**config.mk**
```make
export PLATFORM = sky130hd
export DESIGN_NAME = pwm_seq_ctrl
export DESIGN_NICKNAME = d
export VERILOG_FILES = /design/src/rtl/pwm_seq_pkg.sv /design/src/rtl/pwm_seq_tbl.sv /design/src/rtl/pwm_seq_ctrl.sv
export SDC_FILE = /design/constraint.sdc
export NUM_CORES = 1
export LEC_CHECK = 0
export ABC_AREA = 1
export CAP_MARGIN = 40
export CORE_UTILIZATION = 53
export CTS_BUF_LIST = sky130_fd_sc_hd__clkbuf_4 sky130_fd_sc_hd__clkbuf_8 sky130_fd_sc_hd__clkbuf_16
export CTS_CLUSTER_SIZE = 30
export DETAILED_ROUTE_END_ITERATION = 12
export GPL_ROUTABILITY_DRIVEN = 0
export PLACE_DENSITY_LB_ADDON = 0.12
export SYNTH_ARGS = -nofsm -noshare
export SYNTH_HDL_FRONTEND = slang
export SYNTH_HIERARCHICAL = 1
export SYNTH_SLANG_ARGS = --single-unit
```
**constraint.sdc**
```tcl
create_clock -name mclk -period 1.9 [get_ports mclk]
set_clock_uncertainty 0.15 [all_clocks]
set_input_delay 0.57 -clock mclk [delete_from_list [all_inputs] [get_ports mclk]]
set_output_delay 0.57 -clock mclk [all_outputs]
set_load 0.05 [all_outputs]
```
**src/rtl/pwm_seq_pkg.sv**
```systemverilog
// Shared types and constants for the PWM register-bus sequencer/arbiter.
package pwm_seq_pkg;

   typedef enum logic [1:0] {
      IDLE,
      WAIT_TICK,
      REQ,
      XFER
   } seq_state_t;

   typedef enum logic [1:0] {
      NONE,
      HOST,
      SEQ
   } bus_owner_t;

   localparam int unsigned PWM_CH_MAX   = 5;
   localparam int unsigned PWM_BLK_BASE = 1;

endpackage

```
**src/rtl/pwm_seq_tbl.sv**
```systemverilog
// Sequencer word table: flop array, one synchronous write port, one asynchronous read port.
module pwm_seq_tbl #(
   parameter int TBL_DEPTH = 16,
   parameter int IDX_W     = 4
) (
   input  logic             mclk,
   input  logic             i_wr,
   input  logic [IDX_W-1:0] i_widx,
   input  logic [31:0]      i_wdata,
   input  logic [IDX_W-1:0] i_ridx,
   output logic [31:0]      o_rdata
);

   logic [31:0] r_mem [TBL_DEPTH];

   always_ff @(posedge mclk) begin
      if (i_wr && (int'(i_widx) < TBL_DEPTH)) begin
         r_mem[i_widx] <= i_wdata;
      end
   end

   assign o_rdata = (int'(i_ridx) < TBL_DEPTH) ? r_mem[i_ridx] : '0;

endmodule

```
**src/rtl/pwm_seq_ctrl.sv**
```systemverilog
// Overflow-driven table sequencer plus 2-way host/sequencer arbiter for the PWM register bus.
// Optional feature macro: PWM_SEQ_OVR_CNT_EN adds the saturating seq_ovr_cnt tick-overrun counter.
module pwm_seq_ctrl
   import pwm_seq_pkg::*;
#(
   parameter int TBL_DEPTH = 16,
   parameter int IDX_W     = 4
) (
   input  logic             mclk,
   input  logic             h_reset_n,
   input  logic             h_cs,
   input  logic             h_wr,
   input  logic [4:0]       h_addr,
   input  logic [31:0]      h_wdata,
   input  logic [3:0]       h_be,
   output logic [31:0]      h_rdata,
   output logic             h_ack,
   output logic             m_cs,
   output logic             m_wr,
   output logic [4:0]       m_addr,
   output logic [31:0]      m_wdata,
   output logic [3:0]       m_be,
   input  logic [31:0]      m_rdata,
   input  logic             m_ack,
   input  logic [5:0]       pwm_ovflow,
   input  logic             cfg_seq_enb,
   input  logic [2:0]       cfg_seq_ch,
   input  logic [1:0]       cfg_seq_reg,
   input  logic [IDX_W-1:0] cfg_seq_len,
   input  logic             cfg_seq_loop,
   input  logic             tbl_wr,
   input  logic [IDX_W-1:0] tbl_idx,
   input  logic [31:0]      tbl_wdata,
   output logic             seq_busy,
   output logic [IDX_W-1:0] seq_idx,
   output logic             seq_done
`ifdef PWM_SEQ_OVR_CNT_EN
   ,
   output logic [7:0]       seq_ovr_cnt
`endif
);

   seq_state_t       r_state;
   bus_owner_t       r_owner;
   logic             r_enb_d;
   logic [5:0]       r_ovf_d;
   logic             r_pend;
   logic             r_busy;
   logic             r_done;
   logic [IDX_W-1:0] r_idx;
   logic [2:0]       r_ch;
   logic [1:0]       r_reg;
   logic [IDX_W-1:0] r_len;
   logic [31:0]      r_wdata;

   logic [31:0]      w_tbl_rdata;
   logic [7:0]       w_ovf_cur;
   logic [7:0]       w_ovf_prev;
   logic [2:0]       w_blk;
   logic             w_enb_rise;
   logic             w_start;
   logic             w_tick;
   logic             w_grant_seq;

   pwm_seq_tbl #(.TBL_DEPTH(TBL_DEPTH), .IDX_W(IDX_W)) u_tbl (
      .mclk    (mclk),
      .i_wr    (tbl_wr),
      .i_widx  (tbl_idx),
      .i_wdata (tbl_wdata),
      .i_ridx  (r_idx),
      .o_rdata (w_tbl_rdata)
   );

   assign w_enb_rise  = cfg_seq_enb & ~r_enb_d;
   assign w_start     = w_enb_rise && (cfg_seq_ch <= 3'(PWM_CH_MAX)) && (r_state == IDLE);
   // Padding to 8 bits lets the 3-bit channel index the vector without a range hole.
   assign w_ovf_cur   = {2'b00, pwm_ovflow};
   assign w_ovf_prev  = {2'b00, r_ovf_d};
   assign w_tick      = (r_state != IDLE) && (r_ch <= 3'(PWM_CH_MAX)) &&
                        w_ovf_cur[r_ch] && !w_ovf_prev[r_ch];
   // Granting only while enabled keeps the bus from being claimed by a run that is being cancelled.
   assign w_grant_seq = (r_owner == NONE) && (r_state == REQ) && cfg_seq_enb;
   assign w_blk       = r_ch + 3'(PWM_BLK_BASE);

   always_ff @(posedge mclk or negedge h_reset_n) begin
      if (!h_reset_n) begin
         r_owner <= NONE;
      end else if (r_owner == NONE) begin
         if (w_grant_seq) begin
            r_owner <= SEQ;
         end else if (h_cs) begin
            r_owner <= HOST;
         end
      end else if (m_ack) begin
         r_owner <= NONE;
      end
   end

   always_ff @(posedge mclk or negedge h_reset_n) begin
      if (!h_reset_n) begin
         r_state <= IDLE;
         r_enb_d <= 1'b0;
         r_ovf_d <= '0;
         r_pend  <= 1'b0;
         r_busy  <= 1'b0;
         r_done  <= 1'b0;
         r_idx   <= '0;
         r_ch    <= '0;
         r_reg   <= '0;
         r_len   <= '0;
      end else begin
         r_enb_d <= cfg_seq_enb;
         r_ovf_d <= pwm_ovflow;
         r_done  <= 1'b0;
         if (w_start) begin
            r_pend <= 1'b0;
         end else if ((r_state == WAIT_TICK) && r_pend && cfg_seq_enb) begin
            r_pend <= w_tick;
         end else if (w_tick) begin
            r_pend <= 1'b1;
         end
         case (r_state)
            IDLE: begin
               if (w_start) begin
                  r_state <= WAIT_TICK;
                  r_idx   <= '0;
                  r_busy  <= 1'b1;
                  r_ch    <= cfg_seq_ch;
                  r_reg   <= cfg_seq_reg;
                  r_len   <= cfg_seq_len;
               end
            end
            WAIT_TICK: begin
               if (!cfg_seq_enb) begin
                  r_state <= IDLE;
                  r_busy  <= 1'b0;
               end else if (r_pend) begin
                  r_state <= REQ;
               end
            end
            REQ: begin
               if (!cfg_seq_enb) begin
                  r_state <= IDLE;
                  r_busy  <= 1'b0;
               end else if (w_grant_seq) begin
                  r_state <= XFER;
               end
            end
            XFER: begin
               if (m_ack) begin
                  if (!cfg_seq_enb) begin
                     r_state <= IDLE;
                     r_busy  <= 1'b0;
                  end else if (r_idx != r_len) begin
                     r_idx   <= r_idx + 1'b1;
                     r_state <= WAIT_TICK;
                  end else if (cfg_seq_loop) begin
                     r_idx   <= '0;
                     r_state <= WAIT_TICK;
                  end else begin
                     r_state <= IDLE;
                     r_busy  <= 1'b0;
                     r_done  <= 1'b1;
                  end
               end
            end
            default: r_state <= IDLE;
         endcase
      end
   end

   // Snapshot the word at grant so table writes during the transfer cannot disturb m_wdata.
   always_ff @(posedge mclk) begin
      if (w_grant_seq) begin
         r_wdata <= w_tbl_rdata;
      end
   end

   always_comb begin
      m_cs    = 1'b0;
      m_wr    = 1'b0;
      m_addr  = '0;
      m_wdata = '0;
      m_be    = '0;
      h_ack   = 1'b0;
      h_rdata = '0;
      case (r_owner)
         HOST: begin
            m_cs    = h_cs;
            m_wr    = h_wr;
            m_addr  = h_addr;
            m_wdata = h_wdata;
            m_be    = h_be;
            h_ack   = m_ack;
            h_rdata = m_rdata;
         end
         SEQ: begin
            m_cs    = 1'b1;
            m_wr    = 1'b1;
            m_addr  = {w_blk, r_reg};
            m_wdata = r_wdata;
            m_be    = 4'hF;
         end
         default: ;
      endcase
   end

   assign seq_busy = r_busy;
   assign seq_idx  = r_idx;
   assign seq_done = r_done;

`ifdef PWM_SEQ_OVR_CNT_EN
   logic [7:0] r_ovr_cnt;

   always_ff @(posedge mclk or negedge h_reset_n) begin
      if (!h_reset_n) begin
         r_ovr_cnt <= '0;
      end else if (w_enb_rise) begin
         r_ovr_cnt <= '0;
      end else if (w_tick && (r_pend || (r_state == REQ) || (r_state == XFER)) &&
                   (r_ovr_cnt != 8'hFF)) begin
         r_ovr_cnt <= r_ovr_cnt + 8'd1;
      end
   end

   assign seq_ovr_cnt = r_ovr_cnt;
`endif

endmodule

```
==> results by stage <==
Power:
- The cell area power density is approximately 1200 nW/µm².
- The internal portion of the total power is around 30 mW.
- The share of power burned in combinational logic is 0.432.
- The proportion of total power due to net switching is 0.3432.
- The share of total power dissipated in sequential elements is 0.323.
- The part of the power in the clock network is 0.246.
- The leakage power is approximately 15 nW.
- The switching power is roughly 15 mW.
- The largest vdd supply drop is ~0.78 mV.

Synthesis:
- In this run the mean area of a mapped cell was slightly above 10 µm².
- The combinational family with the most area after synthesis is simple AND/OR/NAND/NOR gates.
- The number of instances in the synthesized netlist is between 2000 and 3000.
- The netlist uses 34 different library cells.
- The area share of the largest cell type after synthesis is 0.6431.
- The largest total area in the synthesized netlist belongs to sky130_fd_sc_hd__edfxtp_1.
- By area the synthesized netlist is led by sky130_fd_sc_hd__edfxtp_1 64%, sky130_fd_sc_hd__nand2_1 12%, sky130_fd_sc_hd__nand3_1 7.8%.
- The mux contribution to synthesized area is 0.001330.
- The xor/xnor share of the synthesized area is 0.0006896.
- The summed instance area of the synthesized netlist is about 25000 µm².
- Of the total synthesized cell area, the portion taken by AND, OR, NAND and NOR gates is 0.2126.
- The synthesized net count is 2644.
- Counting flops and latches in the post-synthesis netlist gives between 500 and 600.
- The compound-cell area share of the yosys netlist is 0.01281.
- The share of the Yosys chip area taken by registers is 0.6697.
- The area share of fa/ha/maj cells after synthesis is 0.005418.
- Yosys printed 6 warnings.

Drt:
- Detailed routing inserted a total of 20034 vias.
- In the routed design, unresolved DRC markers number 0.
- The post-route antenna net violation count is 0.
- The wire length reported by the detailed router is approximately 80000 µm.
- In the routed layout, each cell is associated on average with a via count of about 5.6.
- The initial detailed-routing violation count is ~2700.
- The average routed wire per standard cell is 22.39 µm.
- The detailed-routing iteration count for the pre-antenna-repair pass is 8.

Timing:
- The number of hold violations in the final report is 0.
- Setup repair after global routing could not meet its margin everywhere.
- Hold is met by ~0.18 ns.
- The total of endpoints with negative setup slack in the final report is about 110.
- The worst-margin pin slew is roughly 0.37 ns.
- The final number of max-transition violations is 0.
- The post-route clock period utilization is 1.482.
- The smallest setup slack after layout is -0.9153 ns.
- Timing would allow up to 0.3552 GHz.
- The worst pin sits at a relative slew slack of 0.7545.
- The final total negative setup slack is -66.77 ns.
- The shortest period the worst path allows is about 2.8 ns.

Setup path:
- The endpoint kind of the worst setup timing path is an output pin.
- Of all nets on the critical path, the largest fanout is 7.
- For the worst flop-to-flop path, the logic depth is 10.
- The type of the worst setup path is reg -> out.
- At the worst endpoint, the required time is between 1 and 1.5 ns.
- The data arrival time of the critical path is approximately 2.1 ns.
- The category of the worst setup path launch point is a flop.

Final layout:
- The largest register by flop count is u_tbl/r_mem.
- The ratio of cells with drive above 1 in the final layout is 0.2932.
- After routing the design area is 37030 µm².
- The register with the most flip-flops in the layout has slightly above 500 of them.
- The largest registers in the layout are u_tbl/r_mem (512), r_wdata (32), r_ovf_d (6).
- Compared with the post-synthesis result, the final layout area differs by 45.77%.
- Once layout is complete, the cells apart from fillers number roughly 3600.
- The count of inserted antenna diode cells is 0.
- The final layout contains between 3000 and 4000 nets.

Clock tree:
- The number of sinks driven by the clock tree is about 570.
- The number of hold buffers added after CTS is 0.
- The maximum buffer depth of the clock tree is 3.
- The root buffer cell chosen for the clock tree is sky130_fd_sc_hd__clkbuf_16.
- In this run the number of H-tree levels came out at 2.
- TritonCTS created 56 clock buffers.
- For the worst-skew pair, the clock arrives at the later sink with an insertion delay of approximately 0.63 ns.
- After clock tree synthesis, the clock-pin slew on the worst setup and hold paths is about 0.06 ns.
- The CTS tree is yes.

Floorplan:
- The core region is approximately 47000 µm².
- The initial standard-cell utilization of the core is 0.5411.
- The number of top-level pins is 214.
- In this run the core area contains between 70 and 80 standard-cell rows.
- The die outline area is approximately 49000 µm².
- In this run the horizontal extent of the chip is 220.9 µm.
- The y dimension of the die is between 200 and 250 µm.

GRT:
- In the global route stage, overall resource usage came out at 0.2963.
- The number of antenna violations at the first check in global routing came to 5.
- Global routing finished with a remaining overflow of 0.
- The via count of the first global-routing pass was between 15000 and 20000.
- The first global-routing pass estimated 109300 µm of wire.
- Entering global routing, the biggest net connects between 50 and 60 pins.

Job:
- Max-cap violations in this run came to 0.

Place:
- The placement-stage cell area is approximately 31000 µm².
- Input and output buffers added on the ports amount to between 200 and 250.
- Once detailed placement completed, the half-perimeter wirelength came to around 43000 µm.
- The total placed cells including tap cells is 3369.

Run status:
- The flow ran to the end, but the final reports show violations.
- The final reports fail on negative setup slack.

Hold path:
- The type of the worst min-delay path is in -> async.
power by group through the flow:
stage | Combinational [mW] | Clock, mW | Sequential (mW)
final | 19.4 | 11.1 | 14.5
after global routing | 20.3 | 11.6 | 14.6
after detailed placement | 13.6 | 0 | 14.8
after global placement | 13.4 | 0 | 14.8
after floorplan | 8.29 | 0 | 14.8
after CTS | 16.0 | 11.1 | 14.5
per-layer routing:
metal | share of wire | GRT usage | routed length (µm)
met1 | 0.38 | 0.4026 | 30130
met5 | 0.00040 | 0 | 32
met3 | 0.11 | 0.06772 | 8745
met2 | 0.48 | 0.4739 | 38250
met4 | 0.038 | 0.09835 | 3010
final cells by class:
| cell class | count | area (µm²) |
|---|---|---|
| Clock inverter | 34 | 291.5 |
| Timing Repair Buffer | 488 | 7395 |
| Multi-Input combinational cell | 1357 | 8094 |
| Clock buffer | 69 | 1516 |
| Inverter | 451 | 1889 |
| Fill cell | 2564 | 9921 |
| Sequential cell | 571 | 17020 |
| Tap cell | 607 | 759.5 |
| Timing Repair inverter | 4 | 63.81 |
final timing paths:
check                              start          end  slack [ns]
min in group mclk          pwm_ovflow[0]   r_ovf_d[0]        0.27
max reg2reg                   seq_idx[0]  r_wdata[28]       -0.15
max                           r_owner[0]  h_rdata[24]       -0.92
max in group asynchronous      h_reset_n   seq_idx[0]        1.12
min reg2reg                     r_reg[0]     r_reg[0]        0.34
min                            h_reset_n   r_ovf_d[1]        0.18
kinds of logic after synthesis:
kind of cell | Yosys count
flip-flops | 571
multiplexers | 3
AO/OA/AOI/OAI | 63
AND/OR/NAND/NOR | 1278
buffers and inverters | 573
adder cells (fa/ha/maj) | 11
XOR/XNOR | 2
worst max-delay path, cell delays in order (launching register included):
cell and delay [ns]:
sky130_fd_sc_hd__dfrtp_1 0.41, sky130_fd_sc_hd__buf_6 0.13, sky130_fd_sc_hd__ha_4 0.17, sky130_fd_sc_hd__buf_12 0.15, sky130_fd_sc_hd__buf_16 0.15, sky130_fd_sc_hd__buf_12 0.15, sky130_fd_sc_hd__nand2_4 0.06, sky130_fd_sc_hd__clkinvlp_4 0.09
sky130_fd_sc_hd__buf_12 0.15
layout by cell type, fill, tap and decap left out, types with 3 or more instances in the layout:
cell                              count
sky130_fd_sc_hd__clkinv_1            14
sky130_fd_sc_hd__bufbuf_16            4
sky130_fd_sc_hd__clkinv_2            11
sky130_fd_sc_hd__clkdlybuf4s50_1    131
sky130_fd_sc_hd__buf_16              23
sky130_fd_sc_hd__o21ai_0              9
sky130_fd_sc_hd__nand3b_1             3
sky130_fd_sc_hd__inv_6                4
sky130_fd_sc_hd__nand3_4             21
sky130_fd_sc_hd__buf_12             169
sky130_fd_sc_hd__a21oi_1              3
sky130_fd_sc_hd__nand2_4             57
sky130_fd_sc_hd__dfrtp_1             23
sky130_fd_sc_hd__ha_1                 7
sky130_fd_sc_hd__mux2_1               3
sky130_fd_sc_hd__nand3_1            251
sky130_fd_sc_hd__clkinvlp_4          36
sky130_fd_sc_hd__nor2_4              21
sky130_fd_sc_hd__a21oi_4             42
sky130_fd_sc_hd__clkbuf_4            12
sky130_fd_sc_hd__ha_4                 3
sky130_fd_sc_hd__o21ai_1              3
sky130_fd_sc_hd__buf_8               13
sky130_fd_sc_hd__nor2_1              12
sky130_fd_sc_hd__edfxtp_1           544
sky130_fd_sc_hd__buf_6               28
sky130_fd_sc_hd__clkbuf_16           87
sky130_fd_sc_hd__inv_2                5
sky130_fd_sc_hd__nand3_2            123
sky130_fd_sc_hd__bufinv_16            5
sky130_fd_sc_hd__buf_4               90
sky130_fd_sc_hd__inv_1              408
sky130_fd_sc_hd__clkinv_16            3
sky130_fd_sc_hd__nand2_1            684
sky130_fd_sc_hd__nand2_2            102
Yosys cell counts, drive strengths merged:
cell and n:
dfrtp 27, o21ai 14, nand3 395, a21oi 46, nor3 1, mux2 3, clkbuf 23, xnor2 1
inv 450, nand3b 3, edfxtp 544, nand4 2, xor2 1, nor2 34, clkinv 1, o22ai 2
buf 99, ha 11, a2bb2oi 1, nand2 843
what timing repair did:
item,4_1_cts,5_1_grt
buffers inserted,19,37
gates resized for setup,138,349
endpoints found under the setup margin,103,119
pin swaps,36,116
gates cloned,21,38
through the flow:
step                power, mW  worst slack (ns)    util
detailed placement      28.38           -0.4608  0.6672
CTS                     41.53           -0.9108  0.7339
global route            46.43           -0.9682  0.7887
floorplan               23.08           -0.3783       -
global placement        28.14           -0.4847  0.6672
finish                  44.99           -0.9153  0.7887
(Power assumes the default switching activity.)
